<file path="src/rtl/mul_pkg.sv">
// Shared encodings for the iterative multiply unit: operation codes and FSM states.
package mul_pkg;

    localparam logic [1:0] OP_MUL   = 2'b00;
    localparam logic [1:0] OP_UMULH = 2'b01;
    localparam logic [1:0] OP_SMULH = 2'b10;

    typedef enum logic [1:0] {
        IDLE = 2'b00,
        CALC = 2'b01,
        FIX  = 2'b10,
        WB   = 2'b11
    } state_e;

endpackage

</file>
<file path="src/rtl/mul_unit.sv">
// Radix-2 shift-add 64x64 multiplier (MUL/UMULH/SMULH) that returns its result
// as a single-cycle register file write request.
module mul_unit
    import mul_pkg::*;
#(
    parameter int WIDTH = 64,
    parameter int AW    = 5,
    parameter int XZR   = 31
) (
    input  logic             Clk,
    input  logic             ResetL,
    input  logic             Start,
    input  logic [WIDTH-1:0] OpA,
    input  logic [WIDTH-1:0] OpB,
    input  logic [1:0]       Op,
    input  logic [AW-1:0]    Rd,
    output logic             Busy,
    output logic             Done,
    output logic [WIDTH-1:0] BusW,
    output logic [AW-1:0]    RW,
    output logic             RegWr
);

    localparam int            CW = $clog2(WIDTH);
    localparam logic [AW-1:0] ZR = AW'(XZR);

    function automatic logic [WIDTH-1:0] abs_v(input logic [WIDTH-1:0] v);
        return v[WIDTH-1] ? (~v + {{(WIDTH-1){1'b0}}, 1'b1}) : v;
    endfunction

    state_e             state;
    logic [1:0]         op_q;
    logic [AW-1:0]      rd_q;
    logic [WIDTH-1:0]   mcand;
    logic [WIDTH-1:0]   mplier;
    logic               neg;
    logic [2*WIDTH-1:0] acc;
    logic [CW-1:0]      cnt;
    logic [WIDTH:0]     sum;
    logic [2*WIDTH-1:0] prod;
    logic               high;

    // Upper half plus optional multiplicand; bit WIDTH is the carry that
    // shifts back into the top of the accumulator.
    always_comb begin
        sum = {1'b0, acc[2*WIDTH-1:WIDTH]} + (mplier[0] ? {1'b0, mcand} : '0);
    end

    always_comb begin
        high = (op_q == OP_UMULH) || (op_q == OP_SMULH);
        prod = acc;
        if (op_q == OP_SMULH && neg)
            prod = ~acc + {{(2*WIDTH-1){1'b0}}, 1'b1};
    end

    assign Busy = (state != IDLE);

    always_ff @(posedge Clk or negedge ResetL) begin
        if (!ResetL) begin
            state  <= IDLE;
            op_q   <= OP_MUL;
            rd_q   <= '0;
            mcand  <= '0;
            mplier <= '0;
            neg    <= 1'b0;
            acc    <= '0;
            cnt    <= '0;
            BusW   <= '0;
            RW     <= '0;
            Done   <= 1'b0;
            RegWr  <= 1'b0;
        end else begin
            case (state)
                IDLE: if (Start) begin
                    op_q <= Op;
                    rd_q <= Rd;
                    if (Op == OP_SMULH) begin
                        mcand  <= abs_v(OpA);
                        mplier <= abs_v(OpB);
                        neg    <= OpA[WIDTH-1] ^ OpB[WIDTH-1];
                    end else begin
                        mcand  <= OpA;
                        mplier <= OpB;
                        neg    <= 1'b0;
                    end
                    acc   <= '0;
                    cnt   <= '0;
                    state <= CALC;
                end
                CALC: begin
                    acc    <= {sum, acc[WIDTH-1:1]};
                    mplier <= mplier >> 1;
                    cnt    <= cnt + CW'(1);
                    if (cnt == CW'(WIDTH-1))
                        state <= FIX;
                end
                FIX: begin
                    acc   <= prod;
                    BusW  <= high ? prod[2*WIDTH-1:WIDTH] : prod[WIDTH-1:0];
                    RW    <= rd_q;
                    state <= WB;
                end
                WB: begin
                    // First WB edge raises the write request, second retires it.
                    if (!Done) begin
                        Done  <= 1'b1;
                        RegWr <= (RW != ZR);
                    end else begin
                        Done  <= 1'b0;
                        RegWr <= 1'b0;
                        state <= IDLE;
                    end
                end
                default: state <= IDLE;
            endcase
        end
    end

endmodule

</file>
<file path="config.mk">
export PLATFORM = sky130hd
export DESIGN_NAME = mul_unit
export DESIGN_NICKNAME = d
export VERILOG_FILES = /design/src/rtl/mul_pkg.sv /design/src/rtl/mul_unit.sv
export SDC_FILE = /design/constraint.sdc
export NUM_CORES = 1
export LEC_CHECK = 0
export BUFFER_PORTS_ARGS = -buffer_cell sky130_fd_sc_hd__buf_2
export CAP_MARGIN = 20
export CELL_PAD_IN_SITES_DETAIL_PLACEMENT = 1
export CELL_PAD_IN_SITES_GLOBAL_PLACEMENT = 1
export CORE_MARGIN = 5
export CORE_UTILIZATION = 45
export DETAILED_ROUTE_END_ITERATION = 8
export GPL_TIMING_DRIVEN = 0
export PLACE_DENSITY_LB_ADDON = 0.1
export SLEW_MARGIN = 20
export SYNTH_ARGS = -nofsm -noshare
export SYNTH_HDL_FRONTEND = slang
export SYNTH_SLANG_ARGS = --single-unit
</file>
<file path="constraint.sdc">
create_clock -name Clk -period 4 [get_ports Clk]
set_input_delay 0.2 -clock Clk [delete_from_list [all_inputs] [get_ports Clk]]
set_output_delay 0.2 -clock Clk [all_outputs]
set_load 0.01 [all_outputs]
</file>
==> flow_results.org <==
** Timing
- Setup violations remaining at the end of the flow were counted as 1.
- Final period demand of the worst path :: 4.04 ns
- Max-slew headroom :: between 20% and 30%
- Worst Tran Pin Value :: between 1 and 1.5 ns
- Clock Skew :: 0.0336 ns
- Setup repair after global routing could not meet its margin everywhere.
- The count of pins over their slew limit came to 0.
- The final critical path takes up 101% of the cycle.
- Achievable Freq :: between 200 and 250 MHz
- Final Hold Violating Endpoints :: 0
- Setup slack of the critical path after layout :: -0.0394 ns

** Detailed routing
- Once detail routing completed, the nets flagged for antenna violations numbered 0.
- DRC Markers :: 0
- Dividing the detail-routed via count by the number of cells gives 6.37.
- Summed over all layers, the routed wires come to 116 mm.
- After the first detailed-routing iteration, the DRC count stood at 2553.
- Via count :: 26900
- Dividing the detail-routed wire length by the instance count gives 27.4 um.
- Number of iterations in the first detailed-routing pass :: 5

** Clock tree
- Clock tree synthesis found a total of 343 sinks.
- Clock latency on the worst-skew pair :: about 0.6 ns
- TritonCTS built the clock tree.
- CTS placed an instance of clkbuf_16 at the clock tree root.
- Clock-pin slew was measured on the worst setup and hold paths at 0.06 ns.
- Clock tree synthesis inserted a total of 42 buffers.
- In this run the number of H-tree levels came out at 2.
- CTS max path bufs :: 3

** Synthesis
- Main synth FF type :: dfrtp_1
- By instance count, the leading cell after synthesis is nand2_1.
- Count of cell types in the netlist :: slightly below 90
- In the synthesized netlist, the cells that appear most often are nand2_1, o21ai_0, dfrtp_1.
- Synth Net Count :: 3332
- After technology mapping, the gate count stands at ~3100.
- After synthesis, the cell types taking the most area are dfrtp_1, o21ai_0, nand2_1, xnor2_1, xor2_1.
- dfrtp_1 takes more of the synthesized area than any other cell.
- For this run, asynchronously set or reset flops after synthesis account for 100%.
- Post-synthesis sequential area ratio :: 34.4%
- Counting flops and latches in the post-synthesis netlist gives between 300 and 400.
- The synthesized design contains 0 enable-type register cells.
- Each instance of the synthesized netlist takes up on average 8.00 um^2.
- After synthesis the cells add up to between 0.02 and 0.025 mm^2.
- Area fraction of the dominant cell type after synthesis :: 34.4%
- Yosys printed 0 warnings.

** GRT
- Global routing used between 30 and 40% of the available tracks across all layers.
- Antenna violations before repair :: 6
- First-pass GRT wire length :: 173 mm
- Met3 usage in global routing :: 5.97%
- Fraction of met1 tracks used by global routing :: 50.3%
- In this run the most used layer during global routing was met2.
- The via count of the first global-routing pass was 27400.
- Global routing met2 resource utilization :: 58.6%
- Congestion Overflow GR :: 0
- Pin count of the biggest net entering global routing :: 90

** Power and ir drop
- The analysis attributes to cell leakage a power of about 13 nW.
- Dividing total power by cell area gives a power density of 277 mW/mm^2.
- Across the VDD grid, the largest voltage drop is about 260 uV.

** Placed design
- After detailed placement, the total cell area comes to about 0.027 mm^2.
- Input and output buffers added on the ports amount to roughly 210.
- DP HPWL :: just under 90 mm
- The congestion estimate from routability-driven global placement came to 1.03.
- At the placement stage, the worst setup path has a slack of -1.15 ns.

** Critical path
- Worst Setup End Kind :: flop
- STA classifies the critical path startpoint as a flop.
- Crit Path Class :: flop to flop
- Arrival time at the worst endpoint :: 4.54 ns
- In this run the worst path has a maximum fanout of 10.
- STA puts the critical path data required time at 4.50 ns.

** Floorplanning
- 210 I/O pins were placed.
- Initial standard-cell utilization of the core :: 45.4%
- From bottom edge to top edge, the die measures 245 um.
- The floorplan step defined a die boundary enclosing 0.0603 mm^2.
- The die is between 200 and 250 um wide.
- CORE AREA :: 0.0550 mm^2
- Row count :: 86

** Layout
- At the end of the flow, the number of nets in the layout was 3649.
- Register area :: 0.00858 mm^2
- Fillcell total :: 6664
- Finished Cell Area :: 0.0299 mm^2
- Post-synthesis to final-layout area growth :: 19.9%
- Of the cells placed in the final design, the portion with a size suffix greater than 1 is between 10% and 20%.
- Summing all multi-input logic gate instances after layout gives 0.0159 mm^2.

** Status
- The checks that failed: setup timing.
- Result of the run :: finished with violations

** Job
- Max-capacitance violation count :: 0

** Min path
- Path type of the worst min-delay path :: input port to flop
## cells in the final DEF, fill, tap and decap left out, drive strengths merged, types with 9 or more instances in the layout
cell and count:
o41ai 20, xnor2 152, a21o 49, and2 82, inv 68, mux2 16
nor2 252, nand2b 14, o221ai 45, dlygate4sd3 60, or3 38, and3 15
a31oi 37, a22oi 56, clkbuf 244, ha 73, or4 26, nor3 91
o21ai 380, nor4 58, nand3 53, a221o 27, a21oi 250, nand4 32
buf 248, dfrtp 343, nor2b 11, o31ai 31, or2 9, o21bai 12
nand2 385, o211ai 23, xor2 143
## logic make-up after synthesis
| group | share of synthesized area [%] |
|---|---|
| AOI/OAI and AO/OA | 24.7 |
| buffers and inverters | 4.34 |
| DFF | 34.4 |
| adders and majority gates | 3.74 |
| xor gates and xnor gates | 10.4 |
| muxes | 1.04 |
| and+or+nand+nor | 21.4 |
## critical path, cell delays in order, from the launching register on
cell             delay, ns
dfrtp_1               0.38
inv_1                 0.07
ha_1                  0.15
and2_1                0.13
clkbuf_1              0.46
clkdlybuf4s15_1       0.83
buf_1                 0.84
o31ai_1               0.22
xnor2_1               0.51
o211ai_1              0.21
o21ai_0               0.15
## what timing repair did
item / in CTS / in global routing
buffers inserted: 8 / 10
hold buffers: 60 / 0
setup endpoints to repair: 92 / 69
endpoints found under the hold margin: 240 / 0
resized for setup: 81 / 65
pin swaps: 10 / 15
## sequential cells by signal (all words and copies together) (netlist names)
name / cells
Done: 1
mplier: 64
rd_q: 5
neg: 1
mcand: 64
op_q: 2
cnt: 6
state: 2
RegWr: 1
BusW: 64
RW: 5
acc: 128
## power breakdown
group	internal (mW)	leakage, nW	total, mW	switching [mW]
sequential	3.47	4.76	3.48	0.00217
combinational	0.189	7.84	0.472	0.282
clock	2.67	0.757	4.34	1.66
## area by class of cell
type	instances	area share, %
Multi-Input combinational cell	2491	53.1
Sequential cell	343	28.7
Timing Repair Buffer	291	6.36
Clock buffer	61	4.15
Tap cell	748	3.13
Buffer	201	2.67
Clock inverter	15	0.983
Inverter	67	0.840
Antenna cell	5	0.0418
## routing by layer
metal	share of wire, %	wire length [um]
met1	42	48500
met2	45	51900
met3	7.6	8740
met4	5.6	6500
met5	0.013	15
## stage by stage
step | hold slack (ns) | cells | utilization (%) | total power, mW | setup TNS (ns)
6_report | 0.0200 | 4222 | 54.4 | 8.28 | -0.0394
5_1_grt | 0.0212 | 4219 | 54.4 | 8.52 | -0.00733
4_1_cts | 0.000763 | 4213 | 53.8 | 8.30 | -0.0516
3_5_place_dp | 0.111 | 4081 | 49.2 | 3.95 | -27.87
3_3_place_gp | 0.434 | 4077 | 49.0 | 3.93 | -1399.01
2_1_floorplan | -0.0956 | 3120 | - | 3.69 | 0
## path summary, 6_finish.rpt
check	startpoint	endpoint	slack, ns	cells past startpoint
worst max-delay path	op_q[0]	BusW[10]	-0.04	10
min in group asynchronous	ResetL	acc[23]	0.09	2
worst min register to register	mcand[28]	mcand[28]	0.47	2
max in group asynchronous	ResetL	mcand[48]	2.35	5
worst max register to register	op_q[0]	BusW[10]	-0.04	10
worst min-delay path	OpB[0]	mplier[0]	0.02	3
(Power assumes the default switching activity.)
